### config.mk
export PLATFORM = sky130hd
export DESIGN_NAME = adc_scan_sequencer
export DESIGN_NICKNAME = d
export VERILOG_FILES = /design/src/rtl/adc_scan_sequencer.sv
export SDC_FILE = /design/constraint.sdc
export NUM_CORES = 1
export LEC_CHECK = 0
export CAP_MARGIN = 20
export CORE_UTILIZATION = 50
export DETAILED_ROUTE_END_ITERATION = 16
export PLACE_DENSITY = 0.73
export SLEW_MARGIN = 20
export SYNTH_ARGS = -nofsm -noshare
export SYNTH_HDL_FRONTEND = slang
export SYNTH_SLANG_ARGS = --single-unit
### constraint.sdc
create_clock -name clk_i -period 1.9 [get_ports clk_i]
set_clock_uncertainty 0.05 [all_clocks]
set_input_delay 0.285 -clock clk_i [delete_from_list [all_inputs] [get_ports clk_i]]
set_output_delay 0.285 -clock clk_i [all_outputs]
set_load 0.01 [all_outputs]
### src/rtl/adc_scan_sequencer.sv
// Scans N_CH channels through serial ADCs and publishes every frame atomically on coordinates_o.
// Optional per-channel averaging of 2^AVG_LOG2 conversions is enabled by defining ADC_AVG_EN.
module adc_scan_sequencer #(
   parameter int unsigned N_CH       = 3,
   parameter int unsigned SAMPLE_W   = 8,
   parameter int unsigned CH_PER_CS  = 2,
   parameter int unsigned CLK_DIV    = 2,
   parameter int unsigned LEAD_BITS  = 1,
   parameter int unsigned SETTLE_CYC = 2,
   parameter int unsigned AVG_LOG2   = 2,
   localparam int unsigned N_CS      = (N_CH + CH_PER_CS - 1) / CH_PER_CS,
   localparam int unsigned CH_W      = (N_CH > 1) ? $clog2(N_CH) : 1
) (
   input  logic                       clk_i,
   input  logic                       rst_i,
   input  logic                       ena_i,
   input  logic                       mode_cont_i,
   input  logic                       data_chl_i,
   output logic                       sclk_o,
   output logic [N_CS-1:0]            cs_o,
   output logic [CH_W-1:0]            chl_sel_o,
   output logic                       busy_o,
   output logic                       done_o,
   output logic [N_CH*SAMPLE_W-1:0]   coordinates_o
);

   localparam int unsigned B       = LEAD_BITS + SAMPLE_W;
   localparam int unsigned BIT_W   = $clog2(B + 1);
   localparam int unsigned CNT_MAX = (SETTLE_CYC > CLK_DIV) ? SETTLE_CYC : CLK_DIV;
   localparam int unsigned CNT_W   = $clog2(CNT_MAX + 1);
   localparam int unsigned OUT_W   = N_CH * SAMPLE_W;
`ifdef ADC_AVG_EN
   localparam int unsigned AVG_SH  = AVG_LOG2;
`else
   localparam int unsigned AVG_SH  = 0;
`endif
   localparam int unsigned ACC_W   = SAMPLE_W + AVG_SH;

   typedef enum logic [2:0] {
      S_IDLE,
      S_SETUP,
      S_CONV,
      S_STORE,
      S_DONE
   } state_t;

   state_t              state_q, state_d;
   logic [CH_W-1:0]     ch_q, ch_d;
   logic [CNT_W-1:0]    cnt_q, cnt_d;
   logic [BIT_W-1:0]    bit_q, bit_d;
   logic [SAMPLE_W-1:0] shift_q, shift_d;
   logic [OUT_W-1:0]    shadow_q, shadow_d;
   logic [OUT_W-1:0]    coords_q, coords_d;
   logic                sclk_q, sclk_d;
   logic [N_CS-1:0]     cs_q, cs_d;
   logic                busy_q, busy_d;
   logic                done_q, done_d;
   logic [ACC_W-1:0]    sum;
   logic                last_rep;
   int unsigned         cs_idx;

`ifdef ADC_AVG_EN
   localparam int unsigned REP_W = (AVG_LOG2 > 0) ? AVG_LOG2 : 1;
   logic [ACC_W-1:0] acc_q, acc_d;
   logic [REP_W-1:0] rep_q, rep_d;
`endif

   // State and output registers
   always_ff @(posedge clk_i) begin
      if (rst_i) begin
         state_q  <= S_IDLE;
         ch_q     <= '0;
         cnt_q    <= '0;
         bit_q    <= '0;
         shift_q  <= '0;
         shadow_q <= '0;
         coords_q <= '0;
         sclk_q   <= 1'b0;
         cs_q     <= '1;
         busy_q   <= 1'b0;
         done_q   <= 1'b0;
`ifdef ADC_AVG_EN
         acc_q    <= '0;
         rep_q    <= '0;
`endif
      end else begin
         state_q  <= state_d;
         ch_q     <= ch_d;
         cnt_q    <= cnt_d;
         bit_q    <= bit_d;
         shift_q  <= shift_d;
         shadow_q <= shadow_d;
         coords_q <= coords_d;
         sclk_q   <= sclk_d;
         cs_q     <= cs_d;
         busy_q   <= busy_d;
         done_q   <= done_d;
`ifdef ADC_AVG_EN
         acc_q    <= acc_d;
         rep_q    <= rep_d;
`endif
      end
   end

   // Next-state logic; sclk/cs are computed for the coming cycle so they leave the flops glitch-free
   always_comb begin
      state_d  = state_q;
      ch_d     = ch_q;
      cnt_d    = cnt_q;
      bit_d    = bit_q;
      shift_d  = shift_q;
      shadow_d = shadow_q;
      coords_d = coords_q;
      sclk_d   = sclk_q;
      cs_d     = cs_q;
      busy_d   = busy_q;
      done_d   = 1'b0;
      cs_idx   = 32'(ch_q) / CH_PER_CS;
`ifdef ADC_AVG_EN
      acc_d    = acc_q;
      rep_d    = rep_q;
      sum      = acc_q + ACC_W'(shift_q);
      last_rep = (rep_q == REP_W'((1 << AVG_LOG2) - 1));
`else
      sum      = ACC_W'(shift_q);
      last_rep = 1'b1;
`endif

      case (state_q)
         S_IDLE: begin
            if (ena_i) begin
               state_d = S_SETUP;
               ch_d    = '0;
               cnt_d   = '0;
               busy_d  = 1'b1;
            end
         end

         S_SETUP: begin
            cs_d   = '1;
            sclk_d = 1'b0;
            if (cnt_q == CNT_W'(SETTLE_CYC - 1)) begin
               state_d = S_CONV;
               cnt_d   = '0;
               bit_d   = '0;
               cs_d    = ~(N_CS'(1) << cs_idx);
            end else begin
               cnt_d = cnt_q + CNT_W'(1);
            end
         end

         S_CONV: begin
            if (cnt_q == CNT_W'(CLK_DIV - 1)) begin
               cnt_d = '0;
               if (!sclk_q) begin
                  sclk_d = 1'b1;
                  if (bit_q >= BIT_W'(LEAD_BITS)) begin
                     shift_d = SAMPLE_W'({shift_q, data_chl_i});
                  end
               end else begin
                  sclk_d = 1'b0;
                  if (bit_q == BIT_W'(B - 1)) begin
                     state_d = S_STORE;
                     cs_d    = '1;
                  end else begin
                     bit_d = bit_q + BIT_W'(1);
                  end
               end
            end else begin
               cnt_d = cnt_q + CNT_W'(1);
            end
         end

         S_STORE: begin
            cnt_d = '0;
            if (last_rep) begin
               shadow_d[32'(ch_q)*SAMPLE_W +: SAMPLE_W] = SAMPLE_W'(sum >> AVG_SH);
`ifdef ADC_AVG_EN
               acc_d = '0;
               rep_d = '0;
`endif
               if (ch_q == CH_W'(N_CH - 1)) begin
                  state_d = S_DONE;
               end else begin
                  state_d = S_SETUP;
                  ch_d    = ch_q + CH_W'(1);
               end
            end else begin
`ifdef ADC_AVG_EN
               acc_d = sum;
               rep_d = rep_q + REP_W'(1);
`endif
               state_d = S_SETUP;
            end
         end

         S_DONE: begin
            coords_d = shadow_q;
            done_d   = 1'b1;
            ch_d     = '0;
            cnt_d    = '0;
            if (mode_cont_i && ena_i) begin
               state_d = S_SETUP;
            end else begin
               state_d = S_IDLE;
               busy_d  = 1'b0;
            end
         end

         default: state_d = S_IDLE;
      endcase
   end

   assign sclk_o        = sclk_q;
   assign cs_o          = cs_q;
   assign chl_sel_o     = ch_q;
   assign busy_o        = busy_q;
   assign done_o        = done_q;
   assign coordinates_o = coords_q;

endmodule

==> qor.yml <==
status: "complete, no violations"
first_iter_violations: 182
die_h_microns: 79.2
reg2reg_from: "bit_q[0]"
seq_area_frac_synth_pct: 48.4
max-slew-margin-rel_pct: 73.5
synth_nets: 378
critPathKind: "flip-flop to flip-flop"
rrSetupSlack_ns: 0.13
clkTransAtPathRegs_ns: 0.07
finalCritPeriodShare_pct: 93.3
setup_violations: 0
leakagePower_nw: 1.24
startpoint_type: "flip-flop"
ys.flop_type: "dfxtp_1"
grt_pass1_wl_microns: 11000
drive_above_1_share_pct: 9.07
cts_sinks: 72
worst-path-buf-inv: 1
endpoint_kind: "flip-flop"
path_cells: "inv_1 > ha_1 > nand3b_1 > nand2_1 > or4b_2 > o21ai_0"
drv_slew: 0
reg2reg_to: "bit_q[1]"
io_buffers: 35
rr_worst_depth: 6
grt_max_degree: 59
h-tree-depth: 3
coreArea_sq_mm: 0.00564
fin_util_pct: 65.9
vias: 2624
dp.final_hpwl_microns: 4270
dr.pass1.iters: 4
finalWirelength_microns: 6480
min_path_type: "primary input to flip-flop"
rsz0062_at_grt: "false"
max_freq_ghz: 0.564
max_stage_delay_ns: 0.60
gp_congestion: 0.856
async_reset_ff_share_pct: 0
drcViolationCount: 0
clk_latency_ns: 0.35
min_from: "rst_i"
cp.arrival_ns: 1.99
die-area_sq_mm: 0.00627
ys_types: 38
antenna_cells: 0
postSynthCellCount: 365
pin_count: 36
layout_commonest_cell: "nand2_1"
area_delta_synth_final_pct: 24.8
ir_worst_vdd_mv: 0.734
critical_path_cell_count: 6
numCtsBuffers: 9
endpoint: "bit_q[1]"
clock_path_buffers: 2
p_per_area_mw_per_mm2: 898
grt_overflow_total: 0
p_total_mw: 3.34
synth_edf_count: 0
start_util_pct: 52.8
grt_pass1_vias: 2353
tightestPinTransition_ns: 0.395
post_drt_wl_per_cell_microns: 13.5
finalSetupTns_ns: 0
cp-startpoint: "bit_q[0]"
avgSynthCellArea_sq_um: 8.17
finalHoldViolations: 0
synth-seq-cells: 72
gr-usage-all-layers_pct: 22.9
core.rowCount: 27
synth_area_sq_mm: 0.00298
yosysWarnings: 0
max-cap-violations: 0
finalCriticalPeriod_ns: 1.77
cts-root-buf: "clkbuf_8"
cp_max_fo: 5
cpLargestDelayFamily: "simple AND/OR/NAND/NOR gates"
vias_per_cell: 5.47
antenna_found_initial: 0
cpMaxStageDelayCell: "or4b_2"
cp.required_ns: 2.12
die_w_microns: 79.2
cts_tree: "built"
final_nets: 416
layout_common_cells: "81 x nand2_1, 71 x dfxtp_1, 62 x a21oi_1, 34 x clkdlybuf4s50_1, 28 x nand3_1"
final_antenna_net_count: 0
## power breakdown
part	internal, mW	switching [mW]	total [mW]
Combinational	0.146	0.207	0.353
Sequential	1.53	0.0163	1.55
Clock	0.873	0.569	1.44
Total	2.55	0.792	3.34
## synth_stat cells, drive strengths merged (2+ instances only)
master  number  share of area (%)
dfxtp       72                 48
nor2        12                1.5
inv          6               0.76
a31oi        2               0.42
mux2i        8                2.7
nor3         5               0.84
or3          2               0.42
o31ai        3               0.76
o21ai       10                1.7
a21oi       62                 10
ha           8                3.4
nor4         2               0.92
nand4        2               0.42
and2         6                1.3
nand3b       2               0.50
o21bai       3               0.76
nand2b       2               0.42
nor3b        4                1.0
clkbuf      23                2.9
and3         2               0.42
and3b        2               0.59
nor2b        4               0.84
nand3       28                4.7
a21o         2               0.50
nand2       81                 10
## through the flow
step | setup slack (ns) | cell area (sq um) | cells | hold WS, ns
floorplan | 0.0514 | 2980 | 365 | 0.382
finish | 0.127 | 3720 | 480 | 0.250
CTS | 0.0311 | 3700 | 479 | 0.249
detailed placement | 0.0548 | 3460 | 463 | 0.395
global route | 0.0253 | 3720 | 480 | 0.279
global placement | 0.0945 | 3460 | 463 | 0.390
## what timing repair did
action / in CTS / in global routing
pin swaps: 0 / 1
hold endpoints to repair: 0 / 0
endpoints found under the setup margin: 1 / 9
hold buffers: 0 / 0
setup buffers: 0 / 1
resized for setup: 1 / 2
## cells by family after synthesis
family	after synthesis	synth area share (%)
buffers and inverters	30	3.78
adders and majority gates	8	3.36
AOI/OAI and AO/OA	88	16.2
DFF	72	48.4
muxes	8	2.69
and+or+nand+nor	159	25.6
## state kept, by name, summed over array words and instances (netlist names)
| signal | count |
|---|---|
| chl_sel_o | 2 |
| shadow_q | 24 |
| sclk_o | 1 |
| cs_o | 2 |
| state_q | 3 |
| bit_q | 4 |
| done_o | 1 |
| cnt_q | 2 |
| coordinates_o | 24 |
| busy_o | 1 |
| shift_q | 8 |
## per-layer routing
metal	up-vias	global-route usage (%)	share of wire (%)
met5	-	0	0
met4	0	11.6	2.2
met3	11	4.83	5.5
met2	79	34.2	44
met1	1210	30.9	48
li1	1324	-	-
## worst min path at each step
stage / endpoint / cells past startpoint
5_1_grt: done_o / 2
3_5_place_dp: shadow_q[22] / 2
4_1_cts: done_o / 2
2_1_floorplan: coordinates_o[0] / 2
3_3_place_gp: shadow_q[4] / 2
6_report: done_o / 2
## layout make-up
class	count	area (sq um)
Clock buffer	11	131
Clock inverter	5	105
Fill cell	455	1920
Inverter	6	22.5
Multi-Input combinational cell	263	1440
Sequential cell	72	1440
Tap cell	72	90.1
Timing Repair Buffer	51	490
Note: power is estimated with default switching activity, not from simulation.
